<file path="config.mk">
export PLATFORM = sky130hd
export DESIGN_NAME = pipeline_stage_skid
export DESIGN_NICKNAME = d
export VERILOG_FILES = /design/src/rtl/pipe_pkg.sv /design/src/rtl/pipeline_stage_skid_stage_entry.sv /design/src/rtl/pipeline_stage_skid.sv
export SDC_FILE = /design/constraint.sdc
export NUM_CORES = 1
export LEC_CHECK = 0
export CAP_MARGIN = 20
export CORE_ASPECT_RATIO = 1.4
export CORE_MARGIN = 2
export CORE_UTILIZATION = 25
export CTS_CLUSTER_SIZE = 8
export DETAILED_ROUTE_END_ITERATION = 8
export HOLD_SLACK_MARGIN = 0.06
export MAX_ROUTING_LAYER = met4
export SLEW_MARGIN = 20
export SYNTH_ARGS = -nofsm -noshare
export SYNTH_HDL_FRONTEND = slang
export SYNTH_SLANG_ARGS = --single-unit
export TNS_END_PERCENT = 50
</file>
<file path="constraint.sdc">
create_clock -name clk -period 3.8 [get_ports clk]
set_clock_uncertainty 0.05 [all_clocks]
set_input_delay 0.76 -clock clk [delete_from_list [all_inputs] [get_ports clk]]
set_output_delay 0.76 -clock clk [all_outputs]
set_load 0.01 [all_outputs]
</file>
<file path="src/rtl/pipe_pkg.sv">
// Shared types and default widths for the elastic pipeline-stage registers.
//   stage_state_e : occupancy state of a stage (encoding equals entry count)
//   OCC_W         : width of the occupancy output
//   *_CTRL_W / *_DATA_W : default control/payload widths per stage boundary
package pipe_pkg;

  typedef enum logic [1:0] {
    EMPTY = 2'd0,
    ONE   = 2'd1,
    TWO   = 2'd2
  } stage_state_e;

  localparam int OCC_W = 2;

  localparam int IF_ID_CTRL_W  = 4;
  localparam int IF_ID_DATA_W  = 64;
  localparam int ID_EX_CTRL_W  = 15;
  localparam int ID_EX_DATA_W  = 110;
  localparam int EX_MEM_CTRL_W = 8;
  localparam int EX_MEM_DATA_W = 72;
  localparam int MEM_WB_CTRL_W = 3;
  localparam int MEM_WB_DATA_W = 38;

endpackage

</file>
<file path="src/rtl/pipeline_stage_skid_stage_entry.sv">
// One held entry of a pipeline stage: a load-enabled register, cleared to 0
// by the asynchronous active-low reset.
//   clk    : clock, rising edge
//   reset  : asynchronous active-low reset
//   load_i : capture d_i at the next rising edge
//   d_i    : entry to capture {ctrl, data}
//   q_o    : held entry
module stage_entry #(
  parameter int W = 1
) (
  input  logic         clk,
  input  logic         reset,
  input  logic         load_i,
  input  logic [W-1:0] d_i,
  output logic [W-1:0] q_o
);

  logic [W-1:0] q_q;

  always_ff @(posedge clk or negedge reset) begin
    if (!reset)      q_q <= '0;
    else if (load_i) q_q <= d_i;
  end

  assign q_o = q_q;

endmodule

</file>
<file path="src/rtl/pipeline_stage_skid.sv">
// Elastic pipeline-stage register with a 2-entry skid buffer.
// Carries a control vector and a payload across a valid/ready boundary at
// full throughput, supports synchronous flush and counts stall cycles.
//   clk, reset          : clock (rising) and async active-low reset
//   flush               : drop held entries and any same-cycle input
//   in_valid/in_ready   : upstream handshake; in_ready is registered
//   in_ctrl/in_data     : upstream entry
//   out_valid/out_ready : downstream handshake
//   out_ctrl/out_data   : downstream entry (ctrl forced to CTRL_BUBBLE if idle)
//   occupancy           : held entries 0..2
//   stall_cnt           : saturating count of out_valid & !out_ready cycles
//
// state | meaning
// EMPTY | no entry held, accepts input
// ONE   | main entry valid, accepts input
// TWO   | main and skid valid, input blocked
module pipeline_stage_skid
  import pipe_pkg::*;
#(
  parameter int                CTRL_W      = 15,
  parameter int                DATA_W      = 110,
  parameter logic [CTRL_W-1:0] CTRL_BUBBLE = '0,
  parameter int                CNT_W       = 8
) (
  input  logic              clk,
  input  logic              reset,
  input  logic              flush,
  input  logic              in_valid,
  output logic              in_ready,
  input  logic [CTRL_W-1:0] in_ctrl,
  input  logic [DATA_W-1:0] in_data,
  output logic              out_valid,
  input  logic              out_ready,
  output logic [CTRL_W-1:0] out_ctrl,
  output logic [DATA_W-1:0] out_data,
  output logic [OCC_W-1:0]  occupancy,
  output logic [CNT_W-1:0]  stall_cnt
);

  localparam int ENT_W = CTRL_W + DATA_W;

  stage_state_e     state_q, state_d;
  logic             in_ready_q;
  logic [CNT_W-1:0] cnt_q, cnt_d;
  logic             main_load, skid_load;
  logic [ENT_W-1:0] main_d, main_q, skid_q;
  logic             in_fire, out_fire;

  assign out_valid = (state_q != EMPTY);
  assign in_fire   = in_valid & in_ready_q;
  assign out_fire  = out_valid & out_ready;

  always_comb begin
    state_d   = state_q;
    main_load = 1'b0;
    skid_load = 1'b0;
    main_d    = {in_ctrl, in_data};
    case (state_q)
      EMPTY: begin
        if (in_fire) begin
          main_load = 1'b1;
          state_d   = ONE;
        end
      end
      ONE: begin
        if (in_fire && out_fire) begin
          main_load = 1'b1;
        end else if (in_fire) begin
          skid_load = 1'b1;
          state_d   = TWO;
        end else if (out_fire) begin
          state_d = EMPTY;
        end
      end
      TWO: begin
        if (out_fire) begin
          main_d    = skid_q;
          main_load = 1'b1;
          state_d   = ONE;
        end
      end
      default: state_d = EMPTY;
    endcase
    if (flush) begin
      state_d   = EMPTY;
      main_load = 1'b0;
      skid_load = 1'b0;
    end
  end

  always_comb begin
    cnt_d = cnt_q;
    if (out_valid && !out_ready && (cnt_q != {CNT_W{1'b1}}))
      cnt_d = cnt_q + 1'b1;
  end

  // in_ready is derived from the next state so it is a pure flop output;
  // it resets to 0 and so also blocks the first edge after reset release.
  always_ff @(posedge clk or negedge reset) begin
    if (!reset) begin
      state_q    <= EMPTY;
      in_ready_q <= 1'b0;
      cnt_q      <= '0;
    end else begin
      state_q    <= state_d;
      in_ready_q <= (state_d != TWO);
      cnt_q      <= cnt_d;
    end
  end

  stage_entry #(.W(ENT_W)) u_main (
    .clk    (clk),
    .reset  (reset),
    .load_i (main_load),
    .d_i    (main_d),
    .q_o    (main_q)
  );

  stage_entry #(.W(ENT_W)) u_skid (
    .clk    (clk),
    .reset  (reset),
    .load_i (skid_load),
    .d_i    ({in_ctrl, in_data}),
    .q_o    (skid_q)
  );

  assign in_ready  = in_ready_q;
  assign out_data  = main_q[DATA_W-1:0];
  assign out_ctrl  = out_valid ? main_q[ENT_W-1:DATA_W] : CTRL_BUBBLE;
  assign occupancy = state_q;
  assign stall_cnt = cnt_q;

endmodule

</file>
* Yosys cells after proc, flatten, opt, wreduce, memory -nomap -nowiden
Cells that the tools add are included.
** Word-level totals
- Register bits :: 261
- Input bits :: 130
- Output and inout bits :: 137
- Word-level logic and storage cells :: 36
** Operators by class
- $add $sub $neg :: 1
- Equality and inequality tests :: 4
- Muxes and demuxes :: 18
- Bitwise operators :: 2
- Reduce and logical (&&, ||, !) cells :: 6
** Operators with widths (number)
- 2-to-1 mux 125 bit :: 2
- 2-to-1 mux 15 bit :: 1
- 2-to-1 mux 2 bit :: 6
- adder 8 x 1 -> 8 bit, second input constant :: 1
- inequality test 8 bit, second input constant :: 1
- 2-to-1 mux 1 bit :: 7
- one-hot mux 2 bit (3 select lines) :: 1
- logical AND 1 bit :: 3
- one-hot mux 1 bit (3 select lines) :: 1
- bitwise AND 1 bit :: 2
- equality test 2 x 1 -> 1 bit, second input constant :: 1
- equality test 2 bit, second input constant :: 1
- zero test 2 bit :: 1
- inequality test 2 bit, second input constant :: 1
- nonzero test 2 bit :: 1
- zero test 1 bit :: 1

* Longest topological paths before layout
- Word-level depth :: 8
- Mapped depth :: 7
- Mapped depth without buffers :: 5

* Cells and area by module
From an unflattened synthesis, not the netlist that was laid out.
** Second synthesis, totals
- Cell total of the unflattened synthesis :: 737
- Area, all modules :: 11840.1 µm²
** By module, submodules not included
- stage_entry :: times used 2, cells an instance 264, area an instance 4837.1 µm², sequential area each 3128.0 µm²
- pipeline_stage_skid :: times used 1, cells an instance 209, area an instance 2165.8 µm², sequential area each 275.3 µm²

* Worst setup path before layout
Ideal clock, no wire load.
- Kind :: in2reg
- Start :: in in_valid
- End :: reg u_main.q_q[48], in the netlist u_main.q_o[48]
- Setup time :: 0.125 ns
- Data arrival time :: 2.078 ns
- Data required time :: 3.625 ns
- Path slack :: 1.546 ns
- Stages on the path :: 6
- Path buffers :: 2
- Cells stage by stage :: nand2_1 or3_1 a21oi_2 buf_6 buf_8 mux2_4
** On the way
- Word-level cells in the longest chain between the ends :: 5
- Elaborated cells on any way between the ends :: 6
- Classes of those cells :: mux: 4; bitwise: 1; reduce/logical: 1
** Ends and longest elaborated chain
- start, declared :: line pipeline_stage_skid.sv:28 : input logic in_valid,
- bitwise AND 1 bit * :: line pipeline_stage_skid.sv:50 : assign in_fire = in_valid & in_ready_q;
- logical AND 1 bit :: line pipeline_stage_skid.sv:66 : if (in_fire && out_fire) begin
- 2-to-1 mux 1 bit :: line pipeline_stage_skid.sv:66
- one-hot mux 1 bit (3 select lines) * :: line pipeline_stage_skid.sv:58 : case (state_q)
- 2-to-1 mux 1 bit * :: line pipeline_stage_skid.sv:84 : if (flush) begin
- end signal, assigned :: line pipeline_stage_skid_stage_entry.sv:22 : else if (load_i) q_q <= d_i;
- end, declared :: line pipeline_stage_skid_stage_entry.sv:18 : logic [W-1:0] q_q;
Mark *: on every way between the ends. The rest lies on a longest branch, timed or not.
A chain may end at the register's enable or synchronous reset.

* Final worst setup path
- Start :: reg state_q[1], in the netlist occupancy[1]
- End :: out out_ctrl[6]
** On the way
- Word-level cells in the longest chain between the ends :: 2
** Ends and longest elaborated chain
- start, declared :: line pipeline_stage_skid.sv:42 : stage_state_e state_q, state_d;
- start signal, assigned :: line pipeline_stage_skid.sv:105 : state_q <= state_d;
- nonzero test 2 bit :: line pipeline_stage_skid.sv:49 : assign out_valid = (state_q != EMPTY);
- 2-to-1 mux 15 bit :: line pipeline_stage_skid.sv:129 : assign out_ctrl = out_valid ? main_q[ENT_W-1:DATA_W] : CTRL_BUBBLE;
- end, declared :: line pipeline_stage_skid.sv:34 : output logic [CTRL_W-1:0] out_ctrl,
Every way passes these cells.

==> metrics.md <==
| Metric | Value |
|---|---|
| Status | `complete, no violations` |
| Chip width | `192 um` |
| Mapped cell area | `0.0124 mm2` |
| # resized after CTS | `0` |
| Hold WC Path Type | `primary input to asynchronous set/reset pin` |
| Setup_tns | `0 ps` |
| First-pass GRT wire length | `45,300 um` |
| DIE AREA | `0.0514 mm2` |
| Critical Path AT | `2130 ps` |
| Synthesized flop and latch total | `261` |
| RSZ-0062 raised after global routing | `false` |
| Port bufs | `266` |
| Cells after Synth | `844` |
| Setup CP Type | `flip-flop to primary output` |
| CTS Sinks | `261` |
| HPWL after detailed placement | `18,100 um` |
| Final setup violation count | `0` |
| Final Cycle Share | `77.3%` |
| Post-synth EDFFs | `0` |
| Worst-margin pin slew | `801 ps` |
| Fmax | `340 MHz` |
| DR WL/cell | `17.6 um` |
| Routed vias | `6,929` |
| Util after Layout | `32.7%` |
| Post-Layout Inst Area | `0.0160 mm2` |
| CP endpoint kind | `primary output` |
| Remaining DRCs | `0` |
| Rows | `96` |
| Final Hold Violating Endpoints | `0` |
| CP max FO | `16` |
| Clock root cell | `clkbuf_16` |
| Synth warn | `0` |
| Static leakage | `0.00672 uW` |
| Tot Pwr | `9020 uW` |
| Power Density | `564 mW/mm2` |
| Post-synthesis cell type count | `28` |
| Rel. slew slack | `46.6%` |
| Ports | `267` |
| DRT Pass-1 Iters | `4` |
| Number of H-tree levels | `2` |
| Reg clk slew, reported paths | `50 ps` |
| CTS tree | `yes` |
| Most common cell in the netlist | `mux2_2` |
| Leading area contributor after synthesis | `dfrtp_1` |
| Largest net degree at the start of global routing | `98` |
| Synth area leaders | `dfrtp_1 (53%), mux2_2 (30%), buf_4 (6.7%)` |
| Synth top cells by count | `mux2_2 (326), dfrtp_1 (261), buf_4 (110), mux2_4 (50), buf_2 (28)` |
| Layout cells sized above 1 | `42.6%` |
| Post-route minimum period | `2940 ps` |
| Routed wire length | `29,000 um` |
| Routability cong. | `0.729` |
| Max cap viols | `0` |
| Drt initial violations | `141` |
| Layout area overhead | `29.2%` |
| # Post-CTS Setup Buffers | `0` |
| Starting density of the core | `25.3%` |
| GRT overflow | `0` |
| Routed Antenna Nets | `0` |
| Clk Latency, worst-skew pair | `530 ps` |
| Asr flop ratio synth | `100%` |
| Core area | `0.0490 mm2` |
| CTS Buffer Depth | `3` |
| Highest ir drop seen on vdd | `0.308 mV` |
| Synth top area share | `52.7%` |
| Final count of pins violating max slew | `0` |
| CTS buffer count | `38` |
| Vias per inst | `4.20` |
| Seq/Total Area, Yosys | `52.7%` |
| Initial antenna violation count | `1` |
| Post-DP Area | `0.0150 mm2` |
| Most common flop cell mapped by yosys | `dfrtp_1` |
| Post-CTS Hold Fix Bufs | `0` |
| Total Routing Usage GR | `11.8%` |
| DIE HEIGHT | `267 um` |
| Total Nets Final | `1,138` |
| Syn nets | `975` |
| Startpoint Class | `flip-flop` |
| Synthesized area per cell | `14.7 um2` |
| Vias in the first global route | `7,929` |
| Data required time at the worst endpoint | `2990 ps` |
## power by group
group / internal (uW) / switching [uW]
Clock: 1900 / 1190
Combinational: 1340 / 704
Sequential: 3510 / 379
## placed cells by master, fill, tap and decap left out, types with 2 or more instances in the layout
master             n
or3_1              2
xor2_1             6
mux2_2           326
dfrtp_1          261
nor3_1             2
clkbuf_16         41
mux2_4            50
nand3_1            2
clkdlybuf4s50_1  265
nand3b_1           2
buf_12             9
nor2b_1           16
mux2i_1            2
nor2_1             5
inv_1              4
nand2_1            4
## stage by stage
stage                     hold slack, ps  setup WS [ps]  std cells
after floorplan                      414           1550        844
after global placement               432            707       1604
after detailed placement             439            681       1604
after CTS                            237            796       1647
after global routing                 268            747       1648
final                                221            861       1648
## layout make-up
class / instances / area [um2]
clock buffer: 43 / 1040
tap: 637 / 797
timing repair buffer: 276 / 2860
sequential: 261 / 6530
antenna: 1 / 2.50
multi-input combinational: 426 / 4760
inverter: 4 / 15.0
fill: 4867 / 33000
## cells by family after synthesis
group           Yosys count  share of synthesized area [%]
fa+ha+maj                 1                          0.101
flops                   261                           52.7
buf+inv                 157                           8.90
simple gates             36                           1.64
mux                     378                           35.9
xor+xnor                  7                          0.495
compound gates            4                          0.253
## registers in the layout, summed over array words and instances, names as in the netlist
| signal | flops |
|---|---|
| u_main.q_o | 125 |
| u_skid.q_o | 125 |
| stall_cnt | 8 |
| in_ready | 1 |
| occupancy | 2 |
## routing by layer
metal	wire length, um	track usage (%)	part of all wire [%]
met5	0	-	0
met3	1920	3.67	6.6
met1	11400	12.8	39
met4	889	4.48	3.1
met2	14700	20.3	51
## critical path, stage by stage, from the launching register on
cell	delay, ps
dfrtp_1	540
nor2_1	90
buf_4	220
nor2b_1	170
clkdlybuf4s50_1	570
## final timing paths
kind | cells after the start | start | slack [ps] | endpoint
setup reg to reg | 5 | occupancy[0] | 1460 | u_main.q_o[101]
max in group asynchronous | 2 | reset | 2620 | u_skid.q_o[25]
setup / recovery | 4 | occupancy[1] | 860 | out_ctrl[6]
hold reg to reg | 1 | u_main.q_o[113] | 440 | u_main.q_o[113]
min in group clk | 1 | u_main.q_o[113] | 440 | u_main.q_o[113]
hold / removal | 1 | reset | 220 | u_skid.q_o[118]
(Power assumes the default switching activity.)
